### config.mk
export PLATFORM = sky130hd
export DESIGN_NAME = wb_cmd_master
export DESIGN_NICKNAME = d
export VERILOG_FILES = /design/src/rtl/wb_cmd_master.sv
export SDC_FILE = /design/constraint.sdc
export NUM_CORES = 1
export LEC_CHECK = 0
export ABC_AREA = 1
export CAP_MARGIN = 5
export CORE_MARGIN = 2
export CORE_UTILIZATION = 44
export DETAILED_ROUTE_END_ITERATION = 8
export PLACE_DENSITY_LB_ADDON = 0.12
export SLEW_MARGIN = 20
export SYNTH_ARGS = -nofsm -noshare
export SYNTH_HDL_FRONTEND = slang
export SYNTH_SLANG_ARGS = --single-unit
### constraint.sdc
create_clock -name clk_i -period 4.8 [get_ports clk_i]
set_clock_uncertainty 0.05 [all_clocks]
set_input_delay 0.72 -clock clk_i [delete_from_list [all_inputs] [get_ports clk_i]]
set_output_delay 0.72 -clock clk_i [all_outputs]
set_load 0.01 [all_outputs]
### src/rtl/wb_cmd_master.sv
// wb_cmd_master: Wishbone B4 pipelined initiator, one command per bus cycle with bounded retry.
// Define WB_MASTER_TIMEOUT_EN to abort REQ/WAIT after TIMEOUT cycles with status 11.
module wb_cmd_master #(
   parameter int ADDR_WIDTH = 32,
   parameter int DATA_WIDTH = 32,
   parameter int RTY_MAX    = 3,
   parameter int TIMEOUT    = 255
) (
   input  logic                    clk_i,
   input  logic                    rst_n_i,
   input  logic                    cmd_valid_i,
   output logic                    cmd_ready_o,
   input  logic                    cmd_we_i,
   input  logic [ADDR_WIDTH-1:0]   cmd_adr_i,
   input  logic [DATA_WIDTH-1:0]   cmd_dat_i,
   input  logic [DATA_WIDTH/8-1:0] cmd_sel_i,
   output logic                    rsp_valid_o,
   input  logic                    rsp_ready_i,
   output logic [DATA_WIDTH-1:0]   rsp_dat_o,
   output logic [1:0]              rsp_status_o,
   output logic                    busy_o,
   output logic                    wb_cyc_o,
   output logic                    wb_stb_o,
   output logic                    wb_we_o,
   output logic [ADDR_WIDTH-1:0]   wb_adr_o,
   output logic [DATA_WIDTH/8-1:0] wb_sel_o,
   output logic [DATA_WIDTH-1:0]   wb_dat_o,
   input  logic [DATA_WIDTH-1:0]   wb_dat_i,
   input  logic                    wb_ack_i,
   input  logic                    wb_err_i,
   input  logic                    wb_rty_i,
   input  logic                    wb_stall_i
);
   typedef enum logic [1:0] {IDLE, REQ, WAIT, RESP} state_t;
   state_t     state, state_nxt;
   logic [3:0] rty_cnt;
   logic [1:0] status_nxt;
   logic       rty_inc, cap_dat, accept, tmo_hit;

   // Bus and handshake outputs decode straight from the state register, so
   // an asynchronous reset drops cyc/stb at once.
   assign accept      = state == IDLE && cmd_valid_i;
   assign cmd_ready_o = state == IDLE && rst_n_i;
   assign busy_o      = state != IDLE;
   assign wb_cyc_o    = state == REQ || state == WAIT;
   assign wb_stb_o    = state == REQ;
   assign rsp_valid_o = state == RESP;

`ifdef WB_MASTER_TIMEOUT_EN
   localparam int TW = $clog2(TIMEOUT + 1);
   logic [TW-1:0] tmo_cnt;
   assign tmo_hit = wb_cyc_o && tmo_cnt == TW'(TIMEOUT - 1);
   always_ff @(posedge clk_i or negedge rst_n_i)
      if (!rst_n_i) tmo_cnt <= '0;
      else if (accept) tmo_cnt <= '0;
      else if (wb_cyc_o) tmo_cnt <= tmo_cnt + 1'b1;
`else
   // no counter: TIMEOUT is only referenced here and never fires
   assign tmo_hit = TIMEOUT < 0;
`endif

   always_comb begin
      state_nxt  = state;
      status_nxt = rsp_status_o;
      rty_inc    = 1'b0;
      cap_dat    = 1'b0;
      case (state)
         IDLE: if (cmd_valid_i) begin
            state_nxt  = REQ;
            status_nxt = 2'b00;
         end
         REQ: if (tmo_hit) begin
            state_nxt  = RESP;
            status_nxt = 2'b11;
         end else if (!wb_stall_i) state_nxt = WAIT;
         WAIT: if (tmo_hit) begin
            state_nxt  = RESP;
            status_nxt = 2'b11;
         end else if (wb_err_i) begin
            state_nxt  = RESP;
            status_nxt = 2'b01;
         end else if (wb_rty_i) begin
            if (rty_cnt < 4'(RTY_MAX)) begin
               state_nxt = REQ;
               rty_inc   = 1'b1;
            end else begin
               state_nxt  = RESP;
               status_nxt = 2'b10;
            end
         end else if (wb_ack_i) begin
            state_nxt  = RESP;
            status_nxt = 2'b00;
            cap_dat    = !wb_we_o;
         end
         default: if (rsp_ready_i) state_nxt = IDLE;
      endcase
   end

   always_ff @(posedge clk_i or negedge rst_n_i)
      if (!rst_n_i) begin
         state        <= IDLE;
         rty_cnt      <= '0;
         rsp_status_o <= '0;
         rsp_dat_o    <= '0;
         wb_we_o      <= 1'b0;
         wb_adr_o     <= '0;
         wb_sel_o     <= '0;
         wb_dat_o     <= '0;
      end else begin
         state        <= state_nxt;
         rsp_status_o <= status_nxt;
         if (accept) begin
            wb_we_o   <= cmd_we_i;
            wb_adr_o  <= cmd_adr_i;
            wb_sel_o  <= cmd_sel_i;
            wb_dat_o  <= cmd_dat_i;
            rsp_dat_o <= '0;
            rty_cnt   <= '0;
         end else begin
            if (rty_inc) rty_cnt <= rty_cnt + 1'b1;
            if (cap_dat) rsp_dat_o <= wb_dat_i;
         end
      end
endmodule
==> flow_metrics.env, run 1 <==
export IMPL_run_status="complete, no violations"
export IMPL_post_route_cells_drive_above_1_share=0.02933
export IMPL_syn2layout_area_growth_pct=53.72
export IMPL_worst_ir_drop_vdd_mv=0.3125
export IMPL_drv_cap=0
export IMPL_startpoint_type="register"
export IMPL_power_per_cell_area_nw_per_um2=529.6
export IMPL_crit_path_frequent_cell="sky130_fd_sc_hd__inv_1"
export IMPL_critical_path_top_delay_family="buffers and inverters"
export IMPL_final_core_util=0.6982
export IMPL_critical_path_arrival_ps=1920
export IMPL_detailedRoute_firstIterationViolations=168
export IMPL_worst_setup_path_type="reg -> out"
export IMPL_period_minus_slack_ps=2686
export IMPL_grt_setup_unrepaired="no"
export IMPL_seq_power_share=0.404
export IMPL_insertedDiodeCount=0
export IMPL_actual_transition_at_the_worst_max_transition_pin_ps=1038
export IMPL_hold_wc_path_type="in -> async"
export IMPL_total_leakage_power_nw=3.421
export IMPL_cell_int_power_mw=2.313
export IMPL_yosysTopAreaCell="sky130_fd_sc_hd__dfrtp_1"
export IMPL_ctsHoldBuffers=0
export IMPL_ioPinCount=217
export IMPL_detailedPlacementHpwl_um=8440
export IMPL_ys_seq_area_frac=0.6144
export IMPL_cts_clk_slew_worst_paths_ps=90
export IMPL_detail_route_first_pass_iterations=4
export IMPL_cts_sinks=109
export IMPL_routabilityCongestion=0.8275
export IMPL_cts_root_buf="sky130_fd_sc_hd__clkbuf_8"
export IMPL_postSynthCellCount=510
export IMPL_synthesis_area_um2=4439
export IMPL_cts_post_setup_buffers_inserted=0
export IMPL_viasPerCell=4.809
export IMPL_data_required_time_at_the_worst_endpoint_ps=4030
export IMPL_drt_drc_violations_left=0
export IMPL_groute_usage_overall=0.2246
export IMPL_switching_power_summed_over_all_nets_mw=1.301
export IMPL_grt_antenna_before_repair=0
export IMPL_ant_nets=0
export IMPL_critical_path_reg2reg_startpoint="state[0]"
export IMPL_power_switching_share=0.3600
export IMPL_path_buf_inv=3
export IMPL_routed_via_count=4083
export IMPL_core_um2=9774
export IMPL_wire_length_of_the_first_global_routing_pass_um=19430
export IMPL_initial_core_util=0.4542
export IMPL_synth_warnings=0
export IMPL_fmax_ghz=0.3722
export IMPL_chipWidth_um=104.4
export IMPL_fp_dieArea_um2=10910
export IMPL_setup_tns_after_final_layout_ps=0
export IMPL_buffer_ports_inserted=216
export IMPL_crit_path_cell_trace="inv_1 > ha_1 > nand2_1 > inv_1 > clkdlybuf4s50_1"
export IMPL_postSynthRegisterBits=109
export IMPL_ctsResizeCount=0
export IMPL_share_of_the_cycle_needed_by_the_critical_path_after_routing=0.5597
export IMPL_route_final_wire_length_um=12060
export IMPL_cts_htree_levels=3
export IMPL_floorplan_die_height_um=104.4
export IMPL_finalHoldViolCount=0
export IMPL_pin_count_of_the_biggest_net_entering_global_routing=104
export IMPL_cts_root_to_sink_buffers=2
export IMPL_first_global_vias=3878
export IMPL_timing_slew_headroom=0.3078
export IMPL_share_comb_of_total_power=0.463
export IMPL_syn_mean_instance_area_um2=8.704
export IMPL_cts_made_buffers=9
export IMPL_cts_tree="done"
export IMPL_synth_distinct_cells=15
export IMPL_finish_net_count=828
export IMPL_synth_nets=625
export IMPL_clock_insertion_delay_worst_skew_ps=360
export IMPL_clockPowerShare=0.134
export IMPL_placement_rows=36
export IMPL_crit_slowest_cell="sky130_fd_sc_hd__clkdlybuf4s50_1"
export IMPL_synth_top_cells_by_area="sky130_fd_sc_hd__dfrtp_1 (61%), sky130_fd_sc_hd__nand2_1 (22%), sky130_fd_sc_hd__nand3_1 (7.8%)"
export IMPL_gr_total_overflow=0
export IMPL_slowest_stage_delay_on_critical_path_ps=520
export IMPL_slew_violations=0
export IMPL_worst_setup_path_end_kind="primary output"
export IMPL_crit_fanout=6
export IMPL_detail_route_wl_per_cell_um=14.20
export IMPL_synthDominantCellAreaShare=0.6144
export IMPL_setup_viol=0
export IMPL_crit_path_start="state[0]"
==> Yosys cell counts <==
library cell,count
sky130_fd_sc_hd__nand2_1,258
sky130_fd_sc_hd__buf_2,24
sky130_fd_sc_hd__buf_1,3
sky130_fd_sc_hd__nor2_1,16
sky130_fd_sc_hd__nand3_1,69
sky130_fd_sc_hd__ha_1,6
sky130_fd_sc_hd__inv_1,14
sky130_fd_sc_hd__nand2_2,1
sky130_fd_sc_hd__o21ai_0,3
sky130_fd_sc_hd__dfrtp_1,109
sky130_fd_sc_hd__o21bai_1,2
sky130_fd_sc_hd__inv_2,2
sky130_fd_sc_hd__nor3_4,1
sky130_fd_sc_hd__nand3b_1,1
sky130_fd_sc_hd__nor2_4,1
==> final timing paths <==
kind / end / slack (ps) / cells past startpoint
setup / recovery: cmd_ready_o / 2110 / 5
hold reg to reg: wb_adr_o[3] / 440 / 2
max in group asynchronous: wb_dat_o[23] / 3160 / 2
min in group clk_i: wb_adr_o[3] / 440 / 2
setup reg to reg: rsp_dat_o[1] / 2480 / 7
hold / removal: rsp_dat_o[26] / 240 / 1
==> worst reg2reg max path, delay by kind of cell (launching register included) <==
family,cells,cell delay (ps)
adder cells (fa/ha/maj),1,290
buffers and inverters,2,320
flip-flops,1,480
AND/OR/NAND/NOR,4,1130
==> layout by cell type (no fill, tap or decap) <==
cell,n
sky130_fd_sc_hd__o21ai_0,3
sky130_fd_sc_hd__ha_1,6
sky130_fd_sc_hd__clkbuf_1,3
sky130_fd_sc_hd__buf_4,4
sky130_fd_sc_hd__nor2_4,1
sky130_fd_sc_hd__o21bai_1,2
sky130_fd_sc_hd__clkbuf_8,10
sky130_fd_sc_hd__clkinv_4,1
sky130_fd_sc_hd__dfrtp_1,109
sky130_fd_sc_hd__inv_1,14
sky130_fd_sc_hd__nor3_4,1
sky130_fd_sc_hd__nand2_4,1
sky130_fd_sc_hd__clkdlybuf4s50_1,215
sky130_fd_sc_hd__inv_4,1
sky130_fd_sc_hd__nand3_1,69
sky130_fd_sc_hd__inv_2,1
sky130_fd_sc_hd__nand2_1,257
sky130_fd_sc_hd__nand2_2,1
sky130_fd_sc_hd__nand3b_1,1
sky130_fd_sc_hd__nor2_1,16
==> metrics by stage <==
stage	hold WS (ps)	std cells	total power [mW]	worst slack [ps]	instance area, um2
after detailed placement	413.8	835	3.158	2072	6666
final	235.9	849	3.614	2114	6824
after global placement	409.9	835	3.120	1861	6664
after floorplan	374.4	510	2.200	3169	4439
after CTS	224.3	849	3.658	2083	6824
after global routing	255.0	849	3.870	2020	6824
==> metal layers <==
layer	vias up	wire (um)	global-route usage
met3	23	1137	0.06767
met4	0	315	0.09749
met5	-	0	0
li1	1987	-	-
met1	1888	4926	0.2957
met2	185	5675	0.3450
==> kinds of logic after synthesis <==
logic type | after synthesis | synth area share
flip-flops | 109 | 0.6144
AO/OA/AOI/OAI | 5 | 0.006762
AND/OR/NAND/NOR | 347 | 0.3188
buffers and inverters | 43 | 0.04312
adder cells (fa/ha/maj) | 6 | 0.01691
==> flip-flops by register name, summed over array words and instances, names as in the netlist <==
name          count
rsp_dat_o        32
wb_adr_o         32
wb_dat_o         32
rty_cnt           4
wb_sel_o          4
rsp_status_o      2
state             2
wb_we_o           1
==> area by class of cell <==
type | instances | area, um2
clock buffers | 13 | 148.9
flip-flops and latches | 109 | 2728
clock inverters | 1 | 8.758
multi-input cells | 358 | 1528
fillers | 772 | 2950
well taps | 133 | 166.4
repair buffers | 219 | 2182
inverters | 16 | 62.56
==> power by group through the flow <==
stage	sequential [mW]	clock [mW]	combinational [mW]
floorplan	1.60	0	0.598
global placement	1.46	0	1.66
detailed placement	1.46	0	1.69
CTS	1.46	0.500	1.70
global route	1.50	0.531	1.83
finish	1.46	0.483	1.67
No activity file was read; power rests on OpenSTA's default activity.
==> run 2: changes to the inputs <==
--- a/config.mk
+++ b/config.mk
@@ -8,7 +8,7 @@
 export ABC_AREA = 1
 export CAP_MARGIN = 5
 export CORE_MARGIN = 2
-export CORE_UTILIZATION = 44
+export CORE_UTILIZATION = 41
 export DETAILED_ROUTE_END_ITERATION = 8
 export PLACE_DENSITY_LB_ADDON = 0.12
 export SLEW_MARGIN = 20
==> constraint.sdc (replaced) <==
create_clock -name clk_i -period 2.65 [get_ports clk_i]
set_clock_uncertainty 0.05 [all_clocks]
set_input_delay 0.3975 -clock clk_i [delete_from_list [all_inputs] [get_ports clk_i]]
set_output_delay 0.3975 -clock clk_i [all_outputs]
set_load 0.01 [all_outputs]
==> flow_metrics.env, run 2 (synthesis gave the netlist of run 1 again) <==
export IMPL_drv_cap=0
export IMPL_timing_slew_headroom=0.5147
export IMPL_num_fill_cells=836
export IMPL_slowest_stage_delay_on_critical_path_ps=520
export IMPL_setup_viol=0
export IMPL_crit_path_frequent_cell="sky130_fd_sc_hd__inv_1"
export IMPL_drt_drc_violations_left=0
export IMPL_startpoint_type="register"
export IMPL_total_leakage_power_nw=3.453
export IMPL_first_global_vias=4141
export IMPL_grt_met1_usage=0.2674
export IMPL_register_area_um2=2728
export IMPL_share_of_the_cycle_needed_by_the_critical_path_after_routing=0.8950
export IMPL_multiInputGateArea_um2=1528
export IMPL_ant_nets=0
export IMPL_worst_setup_path_type="reg -> out"
export IMPL_most_common_cell_after_layout_fill_and_taps_aside="sky130_fd_sc_hd__nand2_1"
export IMPL_slew_violations=0
export IMPL_pin_count_of_the_biggest_net_entering_global_routing=104
export IMPL_top_library_cells_by_usage_in_the_layout_fill_and_taps_aside="sky130_fd_sc_hd__nand2_1 (257), sky130_fd_sc_hd__clkdlybuf4s50_1 (215), sky130_fd_sc_hd__dfrtp_1 (109), sky130_fd_sc_hd__nand3_1 (69), sky130_fd_sc_hd__nor2_1 (16)"
export IMPL_data_required_time_at_the_worst_endpoint_ps=2200
export IMPL_finish_net_count=832
export IMPL_setup_tns_after_final_layout_ps=0
export IMPL_core_um2=10420
export IMPL_worst_setup_path_end_kind="primary output"
export IMPL_path_buf_inv=3
export IMPL_cts_root_to_sink_buffers=2
export IMPL_timing_reg2reg_setup_slack_ps=760
export IMPL_viasPerCell=4.848
export IMPL_wire_length_of_the_first_global_routing_pass_um=19820
export IMPL_crit_slowest_cell="sky130_fd_sc_hd__clkdlybuf4s50_1"
export IMPL_cts_post_setup_buffers_inserted=0
export IMPL_final_hold_worst_slack_ps=141.0
export IMPL_cts_root_buf="sky130_fd_sc_hd__clkbuf_8"
export IMPL_route_final_wire_length_um=12660
export IMPL_grt_setup_unrepaired="no"
export IMPL_period_minus_slack_ps=2372
export IMPL_finalHoldViolCount=0
export IMPL_cts_sinks=109
export IMPL_critical_path_top_delay_family="buffers and inverters"
export IMPL_floorplan_die_height_um=108.1
export IMPL_cts_clk_slew_worst_paths_ps=100
export IMPL_use_met3=0.06992
export IMPL_worst_ir_drop_vdd_mv=0.5366
export IMPL_hold_wc_path_type="in -> async"
export IMPL_final_core_util=0.6627
export IMPL_fmax_ghz=0.4216
export IMPL_ctsHoldBuffers=0
export IMPL_grt_antenna_before_repair=0
export IMPL_ctsResizeCount=0
export IMPL_buffer_ports_inserted=216
export IMPL_groute_usage_overall=0.2136
export IMPL_detail_route_first_pass_iterations=4
export IMPL_ff2ff_path_depth=7
export IMPL_power_per_cell_area_nw_per_um2=974.1
export IMPL_initial_core_util=0.4262
export IMPL_routabilityCongestion=0.8798
export IMPL_grt_util_met2=0.3396
export IMPL_detailedRoute_firstIterationViolations=205
export IMPL_cts_tree="done"
export IMPL_actual_transition_at_the_worst_max_transition_pin_ps=727.9
export IMPL_gr_total_overflow=0
export IMPL_gr_max_usage_layer="met2"
export IMPL_crit_fanout=6
export IMPL_critical_path_reg2reg_startpoint="state[0]"
export IMPL_routed_via_count=4160
export IMPL_chipWidth_um=108.1
export IMPL_pre_cts_ws_ps=652.0
export IMPL_placement_rows=37
export IMPL_insertedDiodeCount=0
export IMPL_crit_reg2reg_capture="rsp_dat_o[25]"
export IMPL_syn2layout_area_growth_pct=55.50
export IMPL_run_status="complete, no violations"
export IMPL_critical_path_arrival_ps=1920
export IMPL_crit_path_cell_trace="inv_1 > ha_1 > nand2_1 > inv_1 > clkdlybuf4s50_1"
export IMPL_layout_setup_ws_ps=278.2
export IMPL_cts_made_buffers=9
export IMPL_fp_dieArea_um2=11680
export IMPL_cts_htree_levels=3
export IMPL_detailedPlacementHpwl_um=8992
export IMPL_largest_registers_in_the_final_layout="rsp_dat_o (32), wb_adr_o (32), wb_dat_o (32)"
export IMPL_post_route_cells_drive_above_1_share=0.03878
export IMPL_detail_route_wl_per_cell_um=14.76
export IMPL_clock_insertion_delay_worst_skew_ps=360
export IMPL_ioPinCount=217
## run 2: changes by cell type in the layout (fill, tap and decap cells not counted), sizes merged
cell / previous run / this run
bufinv: 0 / 1
clkbuf: 13 / 11
clkinvlp: 0 / 3
buf: 4 / 8
## run 2: area by class of cell
class / count / share of cell area
Sequential cell: 109 / 0.3951
Timing Repair Buffer: 223 / 0.3223
Multi-Input combinational cell: 358 / 0.2213
Tap cell: 136 / 0.02465
Clock buffer: 11 / 0.01903
Clock inverter: 5 / 0.008882
Inverter: 16 / 0.008700
## run 2: routing by layer
layer / vias to the layer above / share of wire / wire length [um]
met5: - / 0 / 0
met4: 0 / 0.032 / 402
met3: 31 / 0.098 / 1245
met2: 176 / 0.47 / 5896
met1: 1957 / 0.40 / 5120
li1: 1996 / - / -
## run 2: worst max-delay path by stage
stage / start / endpoint / slack, ps / depth (start not counted)
final: state[0] / cmd_ready_o / 280 / 5
after global routing: state[0] / cmd_ready_o / 180 / 5
after CTS: state[0] / cmd_ready_o / 280 / 5
after detailed placement: wb_err_i / rsp_dat_o[25] / 650 / 7
after global placement: wb_err_i / rsp_dat_o[3] / 720 / 7
after floorplan: state[0] / rsp_dat_o[0] / 1120 / 8
## run 2: stage by stage
stage                     power [mW]  cell area (um2)  std cells
after floorplan                3.985             4439        510
after global placement         5.693             6710        842
after detailed placement       5.789             6710        842
after CTS                      6.812             6903        858
after global routing           7.180             6903        858
final                          6.724             6903        858
## run 2: power by group
| group | internal (mW) | switching (mW) |
|---|---|---|
| clock | 0.440 | 0.556 |
| combinational | 1.59 | 1.51 |
| sequential | 2.27 | 0.356 |
